--- config.mk ---
export PLATFORM = sky130hd
export DESIGN_NAME = ball_renderer
export DESIGN_NICKNAME = d
export VERILOG_FILES = /design/src/rtl/pong_pkg.sv /design/src/rtl/ball_renderer_rect_scanner.sv /design/src/rtl/ball_renderer.sv
export SDC_FILE = /design/constraint.sdc
export NUM_CORES = 1
export LEC_CHECK = 0
export CORE_MARGIN = 10
export CORE_UTILIZATION = 55
export CTS_CLUSTER_DIAMETER = 30
export DETAILED_ROUTE_END_ITERATION = 7
export GPL_ROUTABILITY_DRIVEN = 1
export HOLD_SLACK_MARGIN = 0.15
export PLACE_DENSITY = 0.77
export SLEW_MARGIN = 40
export SYNTH_ARGS = -nofsm -noshare
export SYNTH_HDL_FRONTEND = slang
export SYNTH_HIERARCHICAL = 1
export SYNTH_SLANG_ARGS = --single-unit
--- constraint.sdc ---
create_clock -name clk -period 7.5 [get_ports clk]
set_input_delay 1.125 -clock clk [delete_from_list [all_inputs] [get_ports clk]]
set_output_delay 1.125 -clock clk [all_outputs]
set_load 0.02 [all_outputs]
--- src/rtl/pong_pkg.sv ---
// ============================================================================
// Module : pong_pkg
// Brief  : Shared screen geometry defaults, colour constants and the render
//          FSM state type for the pong display path.
// Rev    : 1.0 - initial release
// ============================================================================
`default_nettype none

package pong_pkg;

  localparam int SCREEN_W_DEFAULT = 640;
  localparam int SCREEN_H_DEFAULT = 480;

  localparam logic COLOR_BLACK = 1'b0;
  localparam logic COLOR_WHITE = 1'b1;

  typedef enum logic [1:0] {
    ST_CLEAR = 2'd0,
    ST_IDLE  = 2'd1,
    ST_ERASE = 2'd2,
    ST_DRAW  = 2'd3
  } render_state_t;

  // True when a 12-bit pixel address lies inside the visible area.
  function automatic logic on_screen(input logic [11:0] x, input logic [11:0] y,
                                     input int w, input int h);
    return (x < 12'(w)) && (y < 12'(h));
  endfunction

endpackage

`default_nettype wire

--- src/rtl/ball_renderer_rect_scanner.sv ---
// ============================================================================
// Module : rect_scanner
// Brief  : Row-major offset generator for a width x height rectangle. The x
//          offset runs fastest; after the final offset the counters wrap to
//          (0,0) so the next rectangle starts clean without a restart input.
// Rev    : 1.0 - initial release
// ============================================================================
`default_nettype none

module rect_scanner #(
  parameter int OFF_W = 10
) (
  input  logic             clk,
  input  logic             reset,
  input  logic             i_advance,
  input  logic [OFF_W-1:0] i_width,
  input  logic [OFF_W-1:0] i_height,
  output logic [OFF_W-1:0] o_x_off,
  output logic [OFF_W-1:0] o_y_off,
  output logic             o_last
);

  localparam logic [OFF_W-1:0] c_ONE = OFF_W'(1);

  logic [OFF_W-1:0] r_x_off;
  logic [OFF_W-1:0] r_y_off;
  logic             w_x_end;
  logic             w_y_end;

  assign w_x_end = (r_x_off == i_width  - c_ONE);
  assign w_y_end = (r_y_off == i_height - c_ONE);
  assign o_x_off = r_x_off;
  assign o_y_off = r_y_off;
  assign o_last  = w_x_end && w_y_end;

  // Step the offset pair in row-major order, wrapping to (0,0) after the last.
  always_ff @(posedge clk) begin
    if (reset) begin
      r_x_off <= '0;
      r_y_off <= '0;
    end else if (i_advance) begin
      if (w_x_end) begin
        r_x_off <= '0;
        r_y_off <= w_y_end ? '0 : r_y_off + c_ONE;
      end else begin
        r_x_off <= r_x_off + c_ONE;
      end
    end
  end

endmodule

`default_nettype wire

--- src/rtl/ball_renderer.sv ---
// ============================================================================
// Module : ball_renderer
// Brief  : Erases the ball square at its previous position and redraws it at
//          the new one through a pready-handshaked pixel write port.
//          Off-screen pixels are skipped in one cycle without a write.
//          Optional macro RENDER_CLEAR_EN: blank the whole screen after reset.
// Rev    : 1.0 - initial release
// ============================================================================
`default_nettype none

module ball_renderer
  import pong_pkg::*;
#(
  parameter int BALL_SIZE = 4,
  parameter int SCREEN_W  = SCREEN_W_DEFAULT,
  parameter int SCREEN_H  = SCREEN_H_DEFAULT
) (
  input  logic        clk,
  input  logic        reset,
  input  logic [10:0] ball_x,
  input  logic [10:0] ball_y,
  input  logic        pready,
  output logic [9:0]  px,
  output logic [8:0]  py,
  output logic        pcolor,
  output logic        pwrite,
  output logic        busy,
  output logic        frame_done
);

  localparam int               c_OFF_W = 10;
  localparam logic [c_OFF_W-1:0] c_BALL = c_OFF_W'(BALL_SIZE);
`ifdef RENDER_CLEAR_EN
  localparam render_state_t    c_RESET_STATE = ST_CLEAR;
`else
  localparam render_state_t    c_RESET_STATE = ST_IDLE;
`endif

  render_state_t      r_state;
  logic               r_drawn_valid;
  logic [10:0]        r_drawn_x;
  logic [10:0]        r_drawn_y;
  logic [10:0]        r_tgt_x;
  logic [10:0]        r_tgt_y;
  logic               r_frame_done;

  logic               w_in_pass;
  logic [10:0]        w_base_x;
  logic [10:0]        w_base_y;
  logic [c_OFF_W-1:0] w_scan_w;
  logic [c_OFF_W-1:0] w_scan_h;
  logic [c_OFF_W-1:0] w_x_off;
  logic [c_OFF_W-1:0] w_y_off;
  logic               w_last;
  logic [11:0]        w_ax;
  logic [11:0]        w_ay;
  logic               w_visible;
  logic               w_advance;
  logic               w_moved;

  rect_scanner #(
    .OFF_W (c_OFF_W)
  ) u_scan (
    .clk       (clk),
    .reset     (reset),
    .i_advance (w_advance),
    .i_width   (w_scan_w),
    .i_height  (w_scan_h),
    .o_x_off   (w_x_off),
    .o_y_off   (w_y_off),
    .o_last    (w_last)
  );

  // Select rectangle origin and size for the active pass, then form the address.
  always_comb begin
    w_base_x = 11'd0;
    w_base_y = 11'd0;
    case (r_state)
      ST_ERASE: begin
        w_base_x = r_drawn_x;
        w_base_y = r_drawn_y;
      end
      ST_DRAW: begin
        w_base_x = r_tgt_x;
        w_base_y = r_tgt_y;
      end
      default: begin
        w_base_x = 11'd0;
        w_base_y = 11'd0;
      end
    endcase
`ifdef RENDER_CLEAR_EN
    w_in_pass = (r_state != ST_IDLE);
    w_scan_w  = (r_state == ST_CLEAR) ? c_OFF_W'(SCREEN_W) : c_BALL;
    w_scan_h  = (r_state == ST_CLEAR) ? c_OFF_W'(SCREEN_H) : c_BALL;
`else
    w_in_pass = (r_state == ST_ERASE) || (r_state == ST_DRAW);
    w_scan_w  = c_BALL;
    w_scan_h  = c_BALL;
`endif
    w_ax      = {1'b0, w_base_x} + {2'b00, w_x_off};
    w_ay      = {1'b0, w_base_y} + {2'b00, w_y_off};
    w_visible = on_screen(w_ax, w_ay, SCREEN_W, SCREEN_H);
    // Off-screen pixels never wait for the framebuffer.
    w_advance = w_in_pass && (!w_visible || pready);
    w_moved   = !r_drawn_valid || (ball_x != r_drawn_x) || (ball_y != r_drawn_y);
  end

  // Outputs decode registered state; reset forces them quiet within the same cycle.
  assign pwrite     = !reset && w_in_pass && w_visible;
  assign px         = reset ? 10'd0 : w_ax[9:0];
  assign py         = reset ? 9'd0  : w_ay[8:0];
  assign pcolor     = reset ? COLOR_BLACK : ((r_state == ST_DRAW) ? COLOR_WHITE : COLOR_BLACK);
  assign busy       = reset || (r_state != ST_IDLE);
  assign frame_done = !reset && r_frame_done;

  // Render FSM: detect moves in IDLE, erase old square, draw new, report done.
  always_ff @(posedge clk) begin
    if (reset) begin
      r_state       <= c_RESET_STATE;
      r_drawn_valid <= 1'b0;
      r_drawn_x     <= 11'd0;
      r_drawn_y     <= 11'd0;
      r_tgt_x       <= 11'd0;
      r_tgt_y       <= 11'd0;
      r_frame_done  <= 1'b0;
    end else begin
      r_frame_done <= 1'b0;
      case (r_state)
        ST_IDLE: begin
          if (w_moved) begin
            r_tgt_x <= ball_x;
            r_tgt_y <= ball_y;
            r_state <= r_drawn_valid ? ST_ERASE : ST_DRAW;
          end
        end
        ST_ERASE: begin
          if (w_advance && w_last) r_state <= ST_DRAW;
        end
        ST_DRAW: begin
          if (w_advance && w_last) begin
            r_drawn_x     <= r_tgt_x;
            r_drawn_y     <= r_tgt_y;
            r_drawn_valid <= 1'b1;
            r_frame_done  <= 1'b1;
            r_state       <= ST_IDLE;
          end
        end
        default: begin
`ifdef RENDER_CLEAR_EN
          if (w_advance && w_last) r_state <= ST_IDLE;
`else
          r_state <= ST_IDLE;
`endif
        end
      endcase
    end
  end

endmodule

`default_nettype wire

==> impl_metrics.toml, run 1 <==
[sta]
fin_worst_skew_ns = 0.01649
worst_pin_slew_ns = 0.8262
fin_ws_ns = 1.803
setup_tns_ns = 0
drv_slew = 0
fmax_ghz = 0.1755
setup_viol = 0
finalHoldViolCount = 0
fin_crit_sh_pct = 75.96
relSlewSlack_pct = 44.92
holdWs_ns = 0.4829
rsz0062_at_grt = "false"
fin_crit_ns = 5.697

[yosys]
ys_ff_latch = 68
yosys_warnings = 6
avgSynthCellArea_um2 = 8.331
syn-cell-area_um2 = 5365
ys.flop_type = "dfxtp_1"
synth_most_common_cell = "dfxtp_1"
ys_seq_area_share_pct = 25.37
netlist.area_leader.share_pct = 25.37
ys_top_cells_by_area = "dfxtp_1 25%, mux2i_1 8.6%, xor2_1 6.5%"
yosys.area.top_type = "dfxtp_1"
synth-edff-count = 0
syn_inst = 644
async_flop_share_pct = 0
synth_cell_types = 70
synthTopCellsByCount = "68 x dfxtp_1, 64 x nor2_1, 50 x nand2b_1"

[drt]
routed-via-count = 4851
ant_nets = 0
drc_errors = 0
drtPass1Iterations = 4
drt_iter0_markers = 320
wl_per_cell_um = 14.66
wl_um = 13000
vias_per_cell = 5.469

[floorplanning]
die_h_um = 118.8
core_area_um2 = 9371
num_io_pins = 48
die_width_um = 118.8
initial_core_util_pct = 57.25
dieArea_um2 = 14110
num_rows = 35

[flow_run]
cap_viol_max_count = 0

[place]
hpwl_um = 9818
gp_congestion = 0.9239
port_buffers = 47
post-place-ws_ns = 2.212

[setup_path]
critical_path_class = "flop to output pin"
path_max_fanout = 13
crit_chain = "inv_1, ha_1, buf_6, a22o_1, ha_1, inv_1, fa_1, nor2b_1, o2111ai_1, a21oi_1, mux2i_1, nor4_1, nand4_1, nor4_1, clkdlybuf4s50_1"
crit_path_end_kind = "output pin"
slowest_delay_ns = 0.70
slowest_stage = "clkdlybuf4s50_1"
setup.worst_path.start_class = "flop"
worst-endpoint-arrival_ns = 4.57
required_ns = 6.38

[finish]
nNetsFinal = 807
drive_above_1_share_pct = 4.354
final-seq-area_um2 = 1361
multi_input_area_um2 = 4035
fill_cells = 792
final_util_pct = 67.53
diodes = 0
syn_to_final_growth_pct = 17.96

[power_and_ir_drop]
ir_drop_mv = 0.1674
power.total_mw = 1.201
power_density_nw_per_um2 = 189.8
leakage_nw = 2.631

[min_path]
hold_class = "flop to flop"

[status]
status = "complete, no violations"

[global_route]
antenna_found_initial = 0
grt_max_degree = 64
grt-ovfl-total = 0
grt_pass1_vias = 4607
grt_pass1_wl_um = 21920
grtUsageTotal_pct = 18.17

[clock_tree]
clk_latency_ns = 0.36
post_cts_buffers = 0
cts_buffer_depth = 2
cts_sinks = 68
numCtsBuffers = 9
cts_tree = "yes"
path_clk_slew_ns = 0.09
ctsResizeCount = 0
cts_root_buf = "clkbuf_8"
h-tree-depth = 3
holdBufCountCts = 0
==> cell type report <==
cell class	instances	area share [%]
Clock inverter	6	1.028
Sequential cell	68	21.51
Tap cell	129	2.550
Inverter	23	1.364
Clock buffer	10	2.017
Timing Repair Buffer	50	7.770
Multi-Input combinational cell	601	63.76
==> power by group <==
part           switching, mW  internal (mW)
Clock                  0.154          0.154
Sequential            0.0377          0.401
Combinational          0.257          0.199
Total                  0.448          0.753
==> cells in the final DEF (no fill, tap or decap), drive strengths merged, types with 25 or more instances in the layout <==
| cell | netlist | layout |
|---|---|---|
| conb | 2 | 85 |
| ha | 27 | 27 |
| nor2 | 64 | 64 |
| a21oi | 28 | 28 |
| dfxtp | 68 | 68 |
| nand2b | 50 | 50 |
| xnor2 | 25 | 25 |
| nor3 | 25 | 25 |
| xor2 | 40 | 40 |
| mux2i | 46 | 46 |
| clkdlybuf4s50 | 0 | 46 |
==> flip-flops by register name (all words and copies together), names as in the netlist <==
name,flops
r_tgt_x,11
r_drawn_valid,1
r_drawn_x,11
u_scan/o_x_off,10
r_tgt_y,11
r_frame_done,1
r_state,2
u_scan/o_y_off,10
r_drawn_y,11
==> routing by layer <==
layer | vias to the layer above | GRT usage (%) | share of wire [%]
met1 | 2244 | 22.66 | 45
met4 | 0 | 6.870 | 2.3
li1 | 2454 | - | -
met2 | 128 | 30.43 | 48
met3 | 25 | 3.189 | 4.5
met5 | - | 0 | 0
==> critical path, delay by kind of cell (launching register included) <==
kind | cells | cell delay [ns]
and+or+nand+nor | 4 | 1.16
buffers and inverters | 4 | 1.05
adders and majority gates | 3 | 0.98
AOI/OAI and AO/OA | 3 | 0.59
DFF | 1 | 0.34
muxes | 1 | 0.09
==> path summary, 6_finish.rpt <==
path	start	end	slack, ns	cells after the start
worst max register to register	r_state[0]	u_scan/o_y_off[8]	2.86	16
worst min-delay path	r_tgt_y[7]	r_drawn_y[7]	0.48	2
worst max-delay path	r_state[0]	pwrite	1.80	15
worst min register to register	r_tgt_y[7]	r_drawn_y[7]	0.48	2
==> stage by stage <==
stage	instance area, µm²	cells
after floorplan	5677	727
after global placement	6116	870
after detailed placement	6131	871
after CTS	6324	887
after global routing	6329	887
final	6329	887
==> cell families (layout without fill, tap and decap cells) <==
family	Yosys count	count (layout)	share of synthesized area (%)
buffers and inverters	58	89	5.434
adders and majority gates	29	29	7.043
and+or+nand+nor	246	246	25.19
AOI/OAI and AO/OA	129	129	17.42
DFF	68	68	25.37
other	2	85	0.1400
xor gates and xnor gates	65	65	10.61
muxes	47	47	8.792
(Power assumes the default switching activity.)
==> run 2, diff against run 1 <==
==> constraint.sdc (replaced) <==
create_clock -name clk -period 5.7 [get_ports clk]
set_input_delay 0.855 -clock clk [delete_from_list [all_inputs] [get_ports clk]]
set_output_delay 0.855 -clock clk [all_outputs]
set_load 0.02 [all_outputs]
==> run 2 against run 1 <==
Effect of this change: via count decreased by 1.3%; register-to-register slack got worse by 2.0 ns; setup slack got worse by 1.4 ns; first-iteration DRC count decreased by 26%; critical path depth decreased by 1; combinational power increased by 31%; sequential share of layout area decreased by 0.068 points; count of clock-buffer cells in the layout unchanged; sequential cell count unchanged; utilization increased by 0.21 points; non-clock buffer count increased by 3; hold slack improved by 0.017 ns; largest power group unchanged; highest routed layer unchanged.
==> impl_metrics.toml, run 2 (same netlist as run 1, synthesis figures left out) <==
[floorplanning]
die_h_um = 118.8
dieArea_um2 = 14110
num_rows = 35
core_area_um2 = 9371
num_io_pins = 48
initial_core_util_pct = 57.25
die_width_um = 118.8

[setup_path]
path_max_fanout = 17
required_ns = 4.85
crit_path_end_kind = "output pin"
setup.worst_path.start_class = "flop"
critical_path_class = "flop to output pin"
worst-endpoint-arrival_ns = 4.39

[sta]
fin_ws_ns = 0.4507
setup_tns_ns = 0
worst_pin_slew_ns = 0.7499
drv_slew = 0
fin_crit_sh_pct = 92.09
rsz0062_at_grt = "false"
fmax_ghz = 0.1905
fin_worst_skew_ns = 0.01355
relSlewSlack_pct = 49.37
setup_viol = 0
finalHoldViolCount = 0
fin_crit_ns = 5.249

[drt]
ant_nets = 0
vias_per_cell = 5.378
routed-via-count = 4786
drc_errors = 0
drt_iter0_markers = 237
wl_um = 12930
wl_per_cell_um = 14.53
drtPass1Iterations = 5

[power_and_ir_drop]
p_switching_mw = 0.5891
power_frac_comb_pct = 37.6
netSwitchingFraction_pct = 37.01
intPower_mw = 1.003
sequentialPowerShare_pct = 36.4
leakage_nw = 2.659
power_density_nw_per_um2 = 250.7
ir_drop_mv = 0.2151
pwr-share-clk_pct = 26.0

[clock_tree]
holdBufCountCts = 0
path_clk_slew_ns = 0.09
cts_root_buf = "clkbuf_8"
cts_sinks = 68
clk_latency_ns = 0.35
ctsResizeCount = 0
cts_tree = "yes"
h-tree-depth = 3
numCtsBuffers = 9
post_cts_buffers = 0
cts_buffer_depth = 2

[place]
post-place-ws_ns = 0.8604
gp_congestion = 0.8576
port_buffers = 47
hpwl_um = 10140

[global_route]
grt_pass1_vias = 4577
grt-ovfl-total = 0
grt_pass1_wl_um = 21710
grt_max_degree = 60
antenna_found_initial = 0
grtUsageTotal_pct = 18.04

[finish]
drive_above_1_share_pct = 4.468
layout_commonest_cell = "conb_1"
final_cell_mix = "85 x conb_1, 68 x dfxtp_1, 64 x nor2_1"
syn_to_final_growth_pct = 18.33
diodes = 0
nNetsFinal = 810

[status]
status = "complete, no violations"

[min_path]
hold_class = "flop to flop"

[flow_run]
cap_viol_max_count = 0
run 2: worst max-delay path, cell delays in order (launching register included):
cell and delay (ns):
dfxtp_1 0.39, inv_1 0.06, ha_1 0.29, buf_4 0.23
a22oi_1 0.33, inv_1 0.09, ha_1 0.27, a21oi_1 0.17
nand4b_1 0.15, a21oi_1 0.11, o41ai_1 0.37, xor2_1 0.26
nand4_1 0.27, nor4_1 0.35, clkdlybuf4s50_1 0.68
run 2: final cells by class:
type / count / area (µm²)
Clock buffer: 10 / 137.6
Clock inverter: 6 / 63.81
Fill cell: 812 / 3023
Inverter: 23 / 86.33
Multi-Input combinational cell: 601 / 4028
Sequential cell: 68 / 1361
Tap cell: 129 / 161.4
Timing Repair Buffer: 53 / 510.5
run 2: through the flow:
stage	total power, mW	std cells	cell area [µm²]	utilization [%]	hold WS (ns)
CTS	1.593	890	6349	67.74	0.5015
floorplan	1.022	727	5677	-	0.4487
detailed placement	1.183	874	6147	65.59	0.4802
global route	1.684	890	6349	67.74	0.5198
finish	1.592	890	6349	67.74	0.4998
global placement	1.165	874	6146	65.58	0.4728
run 2: power groups by stage:
stage	Combinational [mW]	Sequential [mW]	Clock (mW)
after floorplan	0.451	0.571	0
after global placement	0.578	0.587	0
after detailed placement	0.594	0.589	0
after CTS	0.596	0.578	0.420
after global routing	0.657	0.585	0.441
final	0.598	0.579	0.415
run 2: per-layer routing:
| layer | track usage, % | routed length, µm |
|---|---|---|
| met1 | 23.25 | 6177 |
| met2 | 30.05 | 6103 |
| met4 | 5.420 | 203 |
| met3 | 2.999 | 447 |
| met5 | 0 | 0 |
run 2: path summary, 6_finish.rpt:
kind / cells after the start / end / slack, ns / start
setup / recovery: 14 / pwrite / 0.45 / r_state[0]
hold / removal: 2 / r_drawn_y[3] / 0.50 / r_tgt_y[3]
setup reg to reg: 18 / u_scan/o_y_off[8] / 0.90 / r_state[0]
hold reg to reg: 2 / r_drawn_y[3] / 0.50 / r_tgt_y[3]
==> run 3, diff against run 2 <==
--- a/config.mk
+++ b/config.mk
@@ -10,6 +10,7 @@
 export CTS_CLUSTER_DIAMETER = 30
 export DETAILED_ROUTE_END_ITERATION = 7
 export GPL_ROUTABILITY_DRIVEN = 1
+export GPL_TIMING_DRIVEN = 0
 export HOLD_SLACK_MARGIN = 0.15
 export PLACE_DENSITY = 0.77
 export SLEW_MARGIN = 40
==> run 3 against run 2 <==
Effect of this change: combinational power grew 8.9%; critical path depth is 1 higher; power grew 3.1%; utilization rose by 2.0 points; hold slack worse by 0.0029 ns; cell area increased by 2.9%; sequential cell count unchanged; clock power hardly changed; clock skew down 0.00093 ns; via count up 7.3%; highest routed layer unchanged.
==> impl_metrics.toml, run 3 (same netlist as run 1, synthesis figures left out) <==
[finish]
drive_above_1_share_pct = 5.183
diodes = 0
final_cells = 920
layout_commonest_cell = "conb_1"
nNetsFinal = 840
syn_to_final_growth_pct = 21.81
final_cell_mix = "85 x conb_1, 68 x dfxtp_1, 64 x nor2_1"

[power_and_ir_drop]
ir_drop_mv = 0.2939
power_frac_comb_pct = 39.7
power_density_nw_per_um2 = 251.0
pwr-share-clk_pct = 25.2
sequentialPowerShare_pct = 35.1
leakage_nw = 2.747
p_switching_mw = 0.6194
netSwitchingFraction_pct = 37.76
intPower_mw = 1.021

[global_route]
grtUsageTotal_pct = 20.20
antenna_found_initial = 0
grt_pass1_vias = 5033
grt-ovfl-total = 0
grt_pass1_wl_um = 23980
grt_max_degree = 13

[place]
gp_congestion = 0.9038
placed_cells = 903
port_buffers = 47
hpwl_um = 11460

[sta]
drv_slew = 0
fin_crit_sh_pct = 91.54
relSlewSlack_pct = 46.51
setup_viol = 0
fin_crit_ns = 5.218
setup_tns_ns = 0
worst_pin_slew_ns = 0.8023
rsz0062_at_grt = "false"
fmax_ghz = 0.1917
fin_worst_skew_ns = 0.01262
finalHoldViolCount = 0

[setup_path]
crit_path_end_kind = "output pin"
path_buf_inv = 4
path_max_fanout = 10
setup.worst_path.start_class = "flop"
slowest_delay_ns = 0.42
slowest_stage = "nor4_1"
worst-endpoint-arrival_ns = 4.36
critical_path_class = "flop to output pin"
critPathTopFamily = "simple AND/OR/NAND/NOR gates"
required_ns = 4.85
cpMostUsedCell = "ha_1"
crit_chain = "ha_1, clkbuf_8, clkbuf_2, a22o_1, ha_1, inv_1, fa_1, nor2b_1, o2111ai_1, a21oi_1, mux2i_1, nor4_1, nand4_1, nor4_2, dlymetal6s2s_1"

[clock_tree]
cts_buffer_depth = 2
path_clk_slew_ns = 0.08
holdBufCountCts = 0
cts_root_buf = "clkbuf_8"
clk_latency_ns = 0.35
numCtsBuffers = 9
cts_sinks = 68
h-tree-depth = 3
cts_tree = "yes"

[drt]
drtPass1Iterations = 5
vias_per_cell = 5.579
routed-via-count = 5133
wl_um = 14680
drc_errors = 0
ant_nets = 0
drt_iter0_markers = 325
wl_per_cell_um = 15.95

[flow_run]
cap_viol_max_count = 0

[status]
status = "complete, no violations"

[floorplanning]
initial_core_util_pct = 57.25
num_io_pins = 48
die_h_um = 118.8
core_area_um2 = 9371
die_width_um = 118.8
dieArea_um2 = 14110
num_rows = 35

[min_path]
hold_class = "flop to flop"
## run 3: cell types whose count changed in the layout (fill, tap and decap cells not counted), moves of 2 or more
cell      delta
clkbuf_8     +3
buf_1        +4
buf_4        -5
clkbuf_1    +18
clkbuf_2     +4
buf_12       +2
## run 3: path summary, 6_finish.rpt
check                      from  cells after the start                end  slack (ns)
setup / recovery     r_state[0]                     15             pwrite        0.48
hold / removal    r_drawn_valid                      2      r_drawn_valid        0.50
setup reg to reg     r_state[0]                     19  u_scan/o_y_off[8]        0.89
hold reg to reg   r_drawn_valid                      2      r_drawn_valid        0.50
## run 3: power by group through the flow
stage / Sequential (mW) / Combinational [mW] / Clock [mW]
6_report: 0.576 / 0.651 / 0.414
5_1_grt: 0.582 / 0.706 / 0.437
4_1_cts: 0.574 / 0.638 / 0.416
3_5_place_dp: 0.585 / 0.629 / 0
3_3_place_gp: 0.581 / 0.611 / 0
2_1_floorplan: 0.571 / 0.451 / 0
## run 3: layout make-up
class | instances | area (µm²)
Inverter | 23 | 86.33
Fill cell | 797 | 2836
Sequential cell | 68 | 1361
Timing Repair Buffer | 48 | 480.5
Clock buffer | 10 | 137.6
Buffer | 35 | 212.7
Clock inverter | 6 | 63.81
Tap cell | 129 | 161.4
Multi-Input combinational cell | 601 | 4031
## run 3: per-stage QoR
stage | setup WS (ns) | utilization [%] | instance area (µm²) | hold WS (ns) | power [mW]
6_report | 0.4823 | 69.73 | 6535 | 0.4970 | 1.641
3_3_place_gp | 0.2237 | 67.32 | 6309 | 0.4735 | 1.192
2_1_floorplan | 1.425 | - | 5677 | 0.4487 | 1.022
4_1_cts | 0.02248 | 69.53 | 6516 | 0.4914 | 1.627
3_5_place_dp | 0.2332 | 67.33 | 6310 | 0.4794 | 1.213
5_1_grt | 0.3754 | 69.73 | 6535 | 0.5054 | 1.725
## run 3: metal layers
layer	part of all wire, %	routed length [µm]	up-vias	track usage [%]
met5	0	0	-	0
met4	2.4	345	0	7.786
met3	4.0	588	30	2.665
met2	51	7432	132	35.86
met1	43	6309	2449	24.01
li1	-	-	2522	-
## run 3: worst reg2reg max path, cell delays in order, from the launching register on
cell      delay [ns]
dfxtp_1         0.35
inv_1           0.07
ha_1            0.28
clkbuf_2        0.32
a22o_1          0.23
ha_1            0.17
inv_1           0.06
fa_1            0.40
nand2b_1        0.19
a21oi_1         0.31
o21ai_0         0.20
a31oi_1         0.27
nor4_1          0.11
nand4_1         0.22
nor2_1          0.08
nor2_1          0.09
clkbuf_1        0.31
clkinv_1        0.35
or3b_1          0.56
o32ai_1         0.17
## run 3: what timing repair did
| action | CTS | global route |
|---|---|---|
| pin swaps | 0 | 1 |
| resized for setup | 4 | 4 |
| buffers inserted | 0 | 1 |
| endpoints found under the setup margin | 1 | 1 |
==> edit, RTL diff (config.mk and constraints of run 3) <==
The localparam `c_OFF_W` goes from 10 to 5.
--- a/src/rtl/ball_renderer.sv
+++ b/src/rtl/ball_renderer.sv
@@ -29,5 +29,5 @@
 );
 
-  localparam int               c_OFF_W = 10;
+  localparam int               c_OFF_W = 5;
   localparam logic [c_OFF_W-1:0] c_BALL = c_OFF_W'(BALL_SIZE);
 `ifdef RENDER_CLEAR_EN
Function: same outputs for any inputs over 4 cycles, from zero or initial values and one cycle with reset high; that may be too few to reach the edited logic, so the function may still have changed.
==> edit against run 3 <==
- combinational power fell by 6.8%
- sequential cell count down 10
- non-clock buffer count decreased by 18
- total power shrank 9.2%
- clock power down 11%
- setup slack got worse by 0.17 ns
- cell area fell by 26%
- wire length shrank 28%
- largest cell class unchanged
- global-route usage decreased by 1.7 points
- area after synthesis decreased by 26%
==> edit: results (changes against run 3) <==
| Metric | Value |
|---|---|
| Mapped Cells | 448 (-30%) |
| Final Skew | 0.00732 ns (-0.00531 ns) |
| Clock slew at reported path FFs | 0.07 ns |
| Cells after DPL | 613 (-32%) |
| Rel. slew slack | 43.6% (-2.9 points) |
| Largest net degree at the start of global routing | 20 (+7) |
| Leak pwr | 1.89 nW (-31%) |
| Router iterations before antenna repair | 5 (unchanged) |
| WHS Endpoint | r_tgt_x[2] |
| Max VDD drop | 0.000209 V (-29%) |
| CTS Buffer Depth | 2 (unchanged) |
| Vias in the first global route | 3,476 (-31%) |
| GRT Overall Usage | 18.5% (-1.7 points) |
| R2R Path End | u_scan/o_x_off[3] |
| Hold depth | 2 (unchanged) |
| Synth top cells by count | nor2_1, dfxtp_1, mux2i_1, xnor2_1, xor2_1 |
| Worst Path Arrival | 4.53 ns (+0.17 ns) |
| Max-Cap Viols | 0 (unchanged) |
| Yosys warning total | 6 (unchanged) |
| NumNets Final | 570 (-32%) |
| H-tree levels | 3 (unchanged) |
| Status | complete, no violations |
| Reg2reg start | r_state[0] |
| Register area share after synthesis | 29.2% (+3.8 points) |
| Detailed-route via count | 3,584 (-30%) |
| Post-DP HPWL | 8080 um (-29%) |
| FF-to-FF path depth | 18 (-1) |
| Antenna violations before repair | 0 (unchanged) |
| Share of layout cells above drive strength 1 | 6.98% (+1.8 points) |
| Synth area leaders | dfxtp_1, mux2i_1, nor2_1 |
| Final cell count without fillers | 626 (-32%) |
| Top FF cell, synth | dfxtp_1 |
| DRT iter0 DRCs | 190 (-42%) |
| Worst-path maximum fanout | 19 (+9) |
| DR WL/cell | 16.8 um (+5.5%) |
| IO buf count | 46 (-2.1%) |
| GP Congestion | 0.914 (+1.1%) |
| First-pass GRT wire length | 16,900 um (-30%) |
| Setup Fix Bufs, Post-CTS | 0 (unchanged) |
| Worst-Skew Late Latency | 0.34 ns |
| Hold path startpoint | r_tgt_x[2] |
| Post-DP Area | 4640 um2 (-26%) |
| Worst min path class | flop to flop |
| Ys async rst share | 0% (unchanged) |
| Post-synth cell types | 67 (-4.3%) |
| R2R setup slack | 1.38 ns (+0.49 ns) |
| Ant diodes | 0 (unchanged) |
-- edit: layout make-up --
cell class,count,area (um2)
fill,592,2080
tap,96,120
clock buffer,12,145
sequential,58,1160
multi-input combinational,376,2720
buffer,18,114
clock inverter,3,40.0
timing repair buffer,47,472
inverter,16,60.1
-- edit: worst max-delay path, stage by stage (launching register included) --
cell             delay [ns]
dfxtp_1                0.33
inv_1                  0.07
ha_1                   0.29
buf_6                  0.19
buf_6                  0.20
a22o_1                 0.15
ha_1                   0.17
inv_1                  0.06
fa_1                   0.39
nand2b_1               0.19
a211o_1                0.34
a2111oi_4              0.44
mux2i_1                0.19
a211oi_4               0.33
and3_1                 0.24
clkdlybuf4s50_1        0.62
-- edit: kinds of logic after synthesis --
logic type | synth area share [%]
other | 0.189
AOI/OAI and AO/OA | 17.1
buffers and inverters | 4.66
xor gates and xnor gates | 11.1
adders and majority gates | 6.36
muxes | 12.2
and+or+nand+nor | 19.1
DFF | 29.2
-- edit: metal layers --
metal / GRT usage (%) / vias to the layer above / wire, um
li1: - / 1742 / -
met1: 22.6 / 1713 / 4650
met2: 31.5 / 113 / 5180
met3: 3.62 / 16 / 556
met4: 6.18 / 0 / 142
met5: 0 / - / 0
-- edit: metrics by stage --
step           hold slack [ns]  setup slack (ns)  total power [mW]
2_1_floorplan            0.463              1.17             0.940
3_3_place_gp             0.480           0.00991              1.10
3_5_place_dp             0.513          0.000642              1.11
4_1_cts                  0.531             0.190              1.48
5_1_grt                  0.562             0.147              1.56
6_report                 0.528             0.315              1.49
-- edit: how the worst max path moves through the flow --
stage	start	endpoint	slack (ns)	depth (start not counted)
after detailed placement	r_state[0]	pwrite	0.0006	16
final	r_state[0]	pwrite	0.32	15
after global placement	r_state[0]	pwrite	0.01	16
after floorplan	r_state[0]	pwrite	1.17	15
after CTS	r_state[0]	pwrite	0.19	15
after global routing	r_state[0]	pwrite	0.15	15
-- edit: report_power, final --
part           switching (mW)  internal [mW]
clock                   0.160          0.210
sequential             0.0530          0.459
combinational           0.337          0.270
-- edit: what timing repair did --
item | CTS | global route
setup endpoints to repair | 1 | 1
resized for setup | 1 | 0
gates cloned | 0 | 0
